--- src/rtl/axis_playback.sv ---
// AXI-Stream playback source: replays the first len words of a preloaded buffer
// onto a master stream port with full backpressure and a done pulse at the end.
module axis_playback #(
  parameter int DW     = 64,
  parameter int DEPTH  = 16,
  parameter int ADDR_W = $clog2(DEPTH)
) (
  input  logic              clk,
  input  logic              arst,
  input  logic              wr_en,
  input  logic [ADDR_W-1:0] wr_addr,
  input  logic [DW-1:0]     wr_data,
  input  logic              start,
  input  logic [ADDR_W:0]   len,
  output logic              busy,
  output logic              done,
  output logic [DW-1:0]     m_tdata,
  output logic              m_tvalid,
  input  logic              m_tready,
  output logic              m_tlast
);

  typedef enum logic [1:0] {S_IDLE, S_PRIME, S_STREAM, S_DONE} state_t;

  localparam logic [ADDR_W:0]   LEN_ONE = (ADDR_W+1)'(1);
  localparam logic [ADDR_W:0]   DEPTH_L = (ADDR_W+1)'(DEPTH);
  localparam logic [ADDR_W-1:0] PTR_ONE = ADDR_W'(1);

  state_t            r_state;
  state_t            w_next;
  logic [DW-1:0]     r_mem [DEPTH];
  logic [DW-1:0]     r_rdata;
  logic [ADDR_W-1:0] r_rd_ptr;
  logic [ADDR_W:0]   r_sent;
  logic [ADDR_W:0]   r_len_q;
  logic [ADDR_W:0]   w_len_clamp;
  logic              w_busy;
  logic              w_accept;
  logic              w_last;
  logic              w_hs;

  assign w_busy      = (r_state == S_PRIME) || (r_state == S_STREAM);
  assign w_accept    = start && (len != '0) && ((r_state == S_IDLE) || (r_state == S_DONE));
  assign w_len_clamp = (len > DEPTH_L) ? DEPTH_L : len;
  assign w_last      = (r_sent == r_len_q - LEN_ONE);
  assign w_hs        = (r_state == S_STREAM) && m_tready;

  always_ff @(posedge clk or posedge arst) begin
    if (arst) r_state <= S_IDLE;
    else      r_state <= w_next;
  end

  always_comb begin
    w_next = r_state;
    case (r_state)
      S_IDLE:   if (w_accept) w_next = S_PRIME;
      S_PRIME:  w_next = S_STREAM;
      S_STREAM: if (w_hs && w_last) w_next = S_DONE;
      S_DONE:   w_next = w_accept ? S_PRIME : S_IDLE;
      default:  w_next = S_IDLE;
    endcase
  end

  // Writes are locked out during playback so the words in flight stay intact.
  always_ff @(posedge clk) begin
    if (wr_en && !w_busy) r_mem[wr_addr] <= wr_data;
  end

  // The word after the current beat is fetched on each handshake, sustaining one
  // beat per cycle; no fetch follows the last beat, so the pointer never wraps.
  always_ff @(posedge clk or posedge arst) begin
    if (arst) begin
      r_len_q  <= '0;
      r_sent   <= '0;
      r_rd_ptr <= '0;
      r_rdata  <= '0;
    end else if (w_accept) begin
      r_len_q  <= w_len_clamp;
      r_sent   <= '0;
      r_rd_ptr <= '0;
    end else if (r_state == S_PRIME) begin
      r_rdata  <= r_mem[r_rd_ptr];
    end else if (w_hs) begin
      r_sent <= r_sent + LEN_ONE;
      if (!w_last) begin
        r_rd_ptr <= r_rd_ptr + PTR_ONE;
        r_rdata  <= r_mem[r_rd_ptr + PTR_ONE];
      end
    end
  end

  assign busy     = w_busy;
  assign done     = (r_state == S_DONE);
  assign m_tvalid = (r_state == S_STREAM);
  assign m_tlast  = (r_state == S_STREAM) && w_last;
  assign m_tdata  = r_rdata;

endmodule

--- config.mk ---
export PLATFORM = sky130hd
export DESIGN_NAME = axis_playback
export DESIGN_NICKNAME = d
export VERILOG_FILES = /design/src/rtl/axis_playback.sv
export SDC_FILE = /design/constraint.sdc
export NUM_CORES = 1
export LEC_CHECK = 0
export BUFFER_PORTS_ARGS = -buffer_cell sky130_fd_sc_hd__clkbuf_2
export CORE_AREA = 5 5 298 300
export DETAILED_ROUTE_END_ITERATION = 8
export DIE_AREA = 0 0 303 305
export PLACE_DENSITY_LB_ADDON = 0.1
export SETUP_SLACK_MARGIN = 0.1
export SYNTH_ARGS = -nofsm -noshare
export SYNTH_HDL_FRONTEND = slang
export SYNTH_SLANG_ARGS = --single-unit
--- constraint.sdc ---
create_clock -name clk -period 9.75 [get_ports clk]
set_input_delay 0.975 -clock clk [delete_from_list [all_inputs] [get_ports clk]]
set_output_delay 0.975 -clock clk [all_outputs]
set_load 0.01 [all_outputs]
==> results.md, run 1 <==
- Status: completed
- Leakage: 17.9 nW
- Switching portion of total power: 31.2%
- Worst reg2reg path startpoint: r_rd_ptr[0]$_DFFE_PP0P_
- Post-synth EDFFs: 1024
- Number of global-route vias before repair: 29300
- Min Clock Period, post-route: 5.12 ns
- Worst-path clk slew: 0.06 ns
- Top Ports: 146
- Buf+Inv Stages, Crit Path: 2
- # DRC: 0
- Critical Path Slowest Stage Cell: dfrtp_4
- Worst-Skew Late Latency: ~0.68 ns
- Post-Route WL: 130000 um
- DRT antenna net count: 0
- # port buffers: 145
- Psw: around 5.0 mW
- CTS tree: built
- Max FO, Critical Path: 111
- CP startpoint kind: flip-flop
- Cells after Synth: between 2000 and 3000
- Via count: 28200
- Met2 Use GR: 45.7%
- TNS Setup: 0 ns
- Req. time, crit path: around 10 ns
- Relative slew margins: about 22%
- 1st-iter DRT viols: roughly 2900
- Syn Nets: 2680
- H-tree depth: 3
- Inserted Clock Buffers: 114
- Post-CTS sizing: 0
- Flop pwr share: between 30% and 40%
- Initial antenna violation count: 10
- Worst hold path class: flip-flop to flip-flop
- Crit path cell chain: buf_4 > ha_4 > buf_12 > mux4_2 > mux2i_1 > a221oi_1 > mux2_1
- Clock Path Buffers: 3
- Crit. End Element: flip-flop
- Fin nets: 2790
- Slew @ Worst Pin: around 1.2 ns
- Area growth from synthesis to layout: 11.0%
- Power Density: about 280 nW/um^2
- Vias per Instance: 7.10
- Hold endpoint: m_tdata[40]$_DFFE_PP0P_
- FMAX: 0.195 GHz
- Post-CTS Setup Bufs: 0
- Gr busiest metal: met2
- Clock Skew: 0.0179 ns
- Clock sink count: 1104
- Seq/Total Area, Yosys: around 64%
- Largest net degree at the start of global routing: roughly 120
- Die H: around 300 um
- Hold Path Origin: m_tdata[40]$_DFFE_PP0P_
- Layout cells sized above 1: between 20 and 30%
- Final HPWL from detailed placement: 65100 um
- Gate power share: 35.5%
- Flop and latch count out of synthesis: between 1000 and 1500
- Placer Congestion: 0.763
- Tot GR Track Use: 28.2%
- Mapped cell area: between 50000 and 60000 um^2
- Maximum vdd ir drop: 0.000327 V
- Arr. time, crit path: 5.67 ns
- Final-report max-slew violation count: 0
- Hold depth: 1
- Worst stage delay on the critical path: 0.96 ns
- Total gr overflow: 0
- Max Cap Violations: 0
- Fin crit share: between 50% and 60%
- Met1 Usage GRT: 40.2%
- Ys flop type: edfxtp_1
- CP top delay family: buffers and inverters
- Die area: 92400 um^2
- Worst R2R Path Depth: 7
- Clock network fraction of design power: 28.5%
- Yosys Warn Count: 0
- Initial Util: around 60%
- R2R Setup Slk: 4.63 ns
- Post-Syn Area per Cell: roughly 20 um^2
- # setup viols final: 0
- Final hold violations: 0
- First-pass GRT wire length: 192000 um
- Per-cell routed wire length: around 33 um
- Type of the worst setup path: flip-flop to flip-flop
- First-pass detailed-route iteration total: 5
- CORE AREA: roughly 86000 um^2
- Worst hold slack: 0.492 ns
- Root Buffer: clkbuf_16
- Int Pwr: about 11 mW
- Ys async rst share: under 10%
- RSZ-0062 raised after global routing: false
- Width of the die: 303 um
- FP Rows: 108
- Post-synthesis cell type count: 55
- Hold_buf cts: 0
- Worst R2R End: m_tdata[26]$_DFFE_PP0P_
- Met3 usage: 5.63%
==> area by class of cell <==
cell class,count,area [um^2]
diodes,9,22.5
clock buffers,150,3170
clock inverters,66,825
fillers,5761,29400
inverters,8,32.5
multi-input cells,1272,17000
flip-flops and latches,1104,32800
well taps,1155,1450
repair buffers,203,1210
==> power by group through the flow <==
stage	Clock (mW)	Combinational (mW)	Sequential (mW)
6_report	4.59	5.71	5.79
5_1_grt	4.86	6.12	5.82
2_1_floorplan	0	4.50	5.77
3_5_place_dp	0	5.75	5.89
3_3_place_gp	0	5.66	5.87
4_1_cts	4.65	5.76	5.79
==> layout by cell type, fill, tap and decap left out, types with 3 or more instances in the layout <==
cell and n:
edfxtp_1 1024, mux4_2 415, mux2i_1 354, clkbuf_2 145
clkbuf_16 117, a221oi_1 97, dfrtp_1 76, mux2_1 55
buf_4 54, o21ai_0 53, and3_1 35, a221o_1 33
o211a_1 32, o211ai_1 32, a22oi_1 31, o21ai_1 24
clkbuf_1 21, bufinv_16 19, clkinv_1 19, clkinv_2 18
nand2_1 16, nor2_4 13, clkbuf_8 12, mux2_2 10
diode_2 9, a21oi_1 7, nand2b_1 7, inv_1 7
ha_1 7, nor2_1 6, nor3_2 6, clkinv_4 5
xnor2_1 4, buf_12 4, dfrtp_4 4, nand3_1 3
==> registers in the layout, summed over array words and instances, names as in the netlist <==
name,flops
r_rd_ptr,4
r_mem,1024
m_tdata,64
r_state,2
r_sent,5
r_len_q,5
==> layer usage <==
metal	vias up	wire length, um
met5	-	27
met3	215	12300
met4	4	2840
met1	15100	51300
met2	1415	63700
li1	11400	-
==> cell usage after synthesis, types with 24 or more instances <==
library cell  count  area (um^2)
edfxtp_1       1024        30700
mux4_2          415         9350
mux2i_1         354         3540
a221oi_1         97          850
buf_2            92          460
dfrtp_1          80         2000
mux2_1           55          619
o21ai_0          53          265
clkbuf_1         50          188
and3_1           35          219
buf_4            34          255
a221o_1          33          330
o211a_1          32          320
o211ai_1         32          240
a22oi_1          31          233
o21ai_1          24          120
==> through the flow <==
step / cells / util [%] / setup slack, ns / power [mW] / instance area (um^2)
3_5_place_dp: 3742 / 61.1 / 4.53 / 11.6 / 52500
3_3_place_gp: 3742 / 61.1 / 4.61 / 11.5 / 52500
6_report: 3967 / 65.8 / 4.63 / 16.1 / 56500
4_1_cts: 3958 / 65.7 / 4.52 / 16.2 / 56500
5_1_grt: 3961 / 65.7 / 4.15 / 16.8 / 56500
2_1_floorplan: 2593 / - / 3.42 / 10.3 / 50900
==> kinds of logic after synthesis <==
logic type	after synthesis	synth area share (%)
AND/OR/NAND/NOR	100	1.09
AO/OA/AOI/OAI	322	4.95
adder cells (fa/ha/maj)	9	0.221
buffers and inverters	217	2.51
XOR/XNOR	7	0.120
multiplexers	834	26.8
flip-flops	1104	64.3
==> worst max path at each step <==
stage | start | end | slack, ns | cells after the start
3_5_place_dp | r_rd_ptr[0]$_DFFE_PP0P_ | m_tdata[26]$_DFFE_PP0P_ | 4.53 | 7
2_1_floorplan | r_state[0]$_DFFE_PP0P_ | r_mem[0][0]$_DFFE_PP_ | 3.42 | 5
3_3_place_gp | r_rd_ptr[0]$_DFFE_PP0P_ | m_tdata[26]$_DFFE_PP0P_ | 4.61 | 7
6_report | r_rd_ptr[0]$_DFFE_PP0P_ | m_tdata[26]$_DFFE_PP0P_ | 4.63 | 7
5_1_grt | r_rd_ptr[0]$_DFFE_PP0P_ | m_tdata[26]$_DFFE_PP0P_ | 4.15 | 7
4_1_cts | r_rd_ptr[0]$_DFFE_PP0P_ | m_tdata[26]$_DFFE_PP0P_ | 4.52 | 7
Note: power is estimated with default switching activity, not from simulation.
==> run 2, diff against run 1 <==
- clock period: 9.75 -> 4.88 ns (I/O delays scaled with it)
==> run 2 against run 1 <==
Compared with the run above:
- clock-buffer cell count is 1 lower
- largest cell class unchanged
- non-clock buffer count up 10
- critical endpoint is now m_tdata[63]$_DFFE_PP0P_
- cell area grew 0.20%
==> results.md, run 2 (synthesis gave the netlist of run 1 again) <==
- Final instance area: 56600 um^2 (was 56500 um^2)
- Type of the worst setup path: flip-flop to flip-flop (unchanged)
- Post-Route WL: 130000 um (about the same)
- Most common cell on crit path: buf_4
- Post-Layout Cell Count: 3967 (unchanged)
- Status: completed (unchanged)
- Req. time, crit path: 5.43 ns (was 10.30 ns)
- Worst-Skew Late Latency: 0.69 ns (was 0.68 ns)
- Tot GR Track Use: 28.4% (was 28.2%)
- H-tree depth: 3 (unchanged)
- Per-cell routed wire length: 32.8 um (about the same)
- Worst stage delay on the critical path: 0.81 ns (was 0.96 ns)
- Width of the die: 303 um (unchanged)
- First-pass GRT wire length: 193000 um (was 192000 um)
- DP Area: 53000 um^2 (was 52500 um^2)
- Via count: 28100 (was 28200)
- Slew @ Worst Pin: 0.994 ns (was 1.17 ns)
- Layout cells sized above 1: 30.0% (was 29.9%)
- Worst hold path class: input port to flip-flop (was flip-flop to flip-flop)
- Inserted Clock Buffers: 111 (was 114)
- Crit path cell chain: buf_4 > buf_4 > mux4_2 > o21ai_0 > a221o_1 > and3_1 > a221oi_1 > mux2_1 (was buf_4 > ha_4 > buf_12 > mux4_2 > mux2i_1 > a221oi_1 > mux2_1)
- FMAX: 0.288 GHz (was 0.195 GHz)
- Arr. time, crit path: 4.02 ns (was 5.67 ns)
- FP Rows: 108 (unchanged)
- Met1 Usage GRT: 39.5% (was 40.2%)
- Clock Skew: 0.0269 ns (was 0.0179 ns)
- Root Buffer: clkbuf_16 (unchanged)
- Die H: 305 um (unchanged)
- Die area: 92400 um^2 (unchanged)
- Max reg flops: 1024 (unchanged)
- Number of global-route vias before repair: 29500 (was 29300)
- Power Density: 559 nW/um^2 (was 285 nW/um^2)
- Layout Utilization: 65.9% (was 65.8%)
- Largest Register: r_mem (unchanged)
- Largest net degree at the start of global routing: 132 (was 122)
- Clock sink count: 1104 (unchanged)
- Vias per Instance: 7.09 (was 7.10)
- Min Clock Period, post-route: 3.47 ns (was 5.12 ns)
- Area growth from synthesis to layout: 11.3% (was 11.0%)
- Max FO, Critical Path: 49 (was 111)
- Maximum vdd ir drop: 0.000501 V (was 0.000327 V)
- Placer Congestion: 0.758 (was 0.763)
- RSZ-0062 raised after global routing: false (unchanged)
- Max Cap Violations: 0 (unchanged)
- Met2 Use GR: 46.4% (was 45.7%)
- CP startpoint kind: flip-flop (unchanged)
- Fin nets: 2797 (was 2790)
- Initial antenna violation count: 9 (was 10)
- Fin crit share: 71.1% (was 52.5%)
- 1st-iter DRT viols: 2879 (was 2932)
- CTS tree: built (unchanged)
- First-pass detailed-route iteration total: 7 (was 5)
- Clock Path Buffers: 3 (unchanged)
- Final hold violations: 0 (unchanged)
- Commonest non-fill, non-tap cells in the layout: edfxtp_1 (1024), mux4_2 (415), mux2i_1 (354) (unchanged)
- DRT antenna net count: 0 (unchanged)
- Met3 usage: 5.82% (was 5.63%)
- Leakage: 17.9 nW (about the same)
- Initial Util: 59.2% (unchanged)
- Post-CTS Setup Bufs: 0 (unchanged)
- Worst-path clk slew: 0.06 ns (about the same)
- # port buffers: 145 (unchanged)
- Critical Path Slowest Stage Cell: buf_4 (was dfrtp_4)
- Final-report max-slew violation count: 0 (unchanged)
- Final HPWL from detailed placement: 66800 um (was 65100 um)
- Gr busiest metal: met2 (unchanged)
- Relative slew margins: 33.7% (was 22.3%)
- CORE AREA: 85900 um^2 (unchanged)
- # setup viols final: 0 (unchanged)
- Top Ports: 146 (unchanged)
- Total gr overflow: 0 (unchanged)
- Most common cell after layout, fill and taps aside: edfxtp_1 (unchanged)
- Total Power: 31.6 mW (was 16.1 mW)
- Dpl cells: 3751 (was 3742)
- # DRC: 0 (unchanged)
- Crit. End Element: flip-flop (unchanged)
- TNS Setup: 0 ns (unchanged)
-- run 2: changes by cell type in the layout (fill, tap and decap cells not counted), sizes merged --
cell | previous run | this run
dlygate4sd3 | 0 | 1
inv | 10 | 11
clkinvlp | 2 | 3
buf | 58 | 67
clkinv | 43 | 44
diode | 9 | 7
bufinv | 19 | 9
clkbuf | 295 | 294
-- run 2: worst paths after layout --
check	slack (ns)	cells past startpoint	start	endpoint
min reg2reg	0.49	1	m_tdata[31]$_DFFE_PP0P_	m_tdata[31]$_DFFE_PP0P_
max in group asynchronous	3.21	4	arst	r_rd_ptr[3]$_DFFE_PP0P_
max reg2reg	1.41	8	r_rd_ptr[1]$_DFFE_PP0P_	m_tdata[63]$_DFFE_PP0P_
min	0.08	3	len[4]	r_len_q[4]$_DFFE_PP0N_
max	1.41	8	r_rd_ptr[1]$_DFFE_PP0P_	m_tdata[63]$_DFFE_PP0P_
min in group asynchronous	0.42	3	arst	m_tdata[20]$_DFFE_PP0P_
-- run 2: layout make-up --
class / instances / area (um^2)
inverters: 8 / 32.5
diodes: 7 / 17.5
multi-input cells: 1272 / 17100
clock buffers: 149 / 3100
repair buffers: 213 / 1650
well taps: 1155 / 1450
fillers: 5714 / 29300
clock inverters: 59 / 544
flip-flops and latches: 1104 / 32800
-- run 2: power breakdown --
| group | total (mW) | internal (mW) | switching [mW] | leakage, nW |
|---|---|---|---|---|
| Clock | 8.44 | 4.93 | 3.51 | 1.80 |
| Sequential | 11.5 | 11.0 | 0.526 | 10.2 |
| Combinational | 11.7 | 5.76 | 5.94 | 5.89 |
-- run 2: per-layer routing --
| layer | routed length, um | share of wire (%) |
|---|---|---|
| met1 | 51000 | 39 |
| met2 | 64100 | 49 |
| met3 | 11500 | 8.8 |
| met4 | 3550 | 2.7 |
| met5 | 20 | 0.015 |
-- run 2: per-stage QoR --
stage	hold slack, ns	setup WS [ns]
after floorplan	0.465	0.265
final	0.0839	1.41
after detailed placement	0.481	1.48
after CTS	0.0388	1.40
after global placement	0.473	1.44
after global routing	0.0644	1.27
-- run 2: timing repair --
| item | 4_1_cts | 5_1_grt |
|---|---|---|
| endpoints found under the hold margin | 18 | 0 |
| hold buffers | 1 | 0 |
| resized for setup | 0 | 0 |
-- run 2: worst max-delay path, delay by kind of cell (launching register included) --
kind | cells | cell delay [ns]
and+or+nand+nor | 1 | 0.17
muxes | 2 | 0.68
AOI/OAI and AO/OA | 3 | 0.36
DFF | 1 | 0.77
buffers and inverters | 2 | 1.30
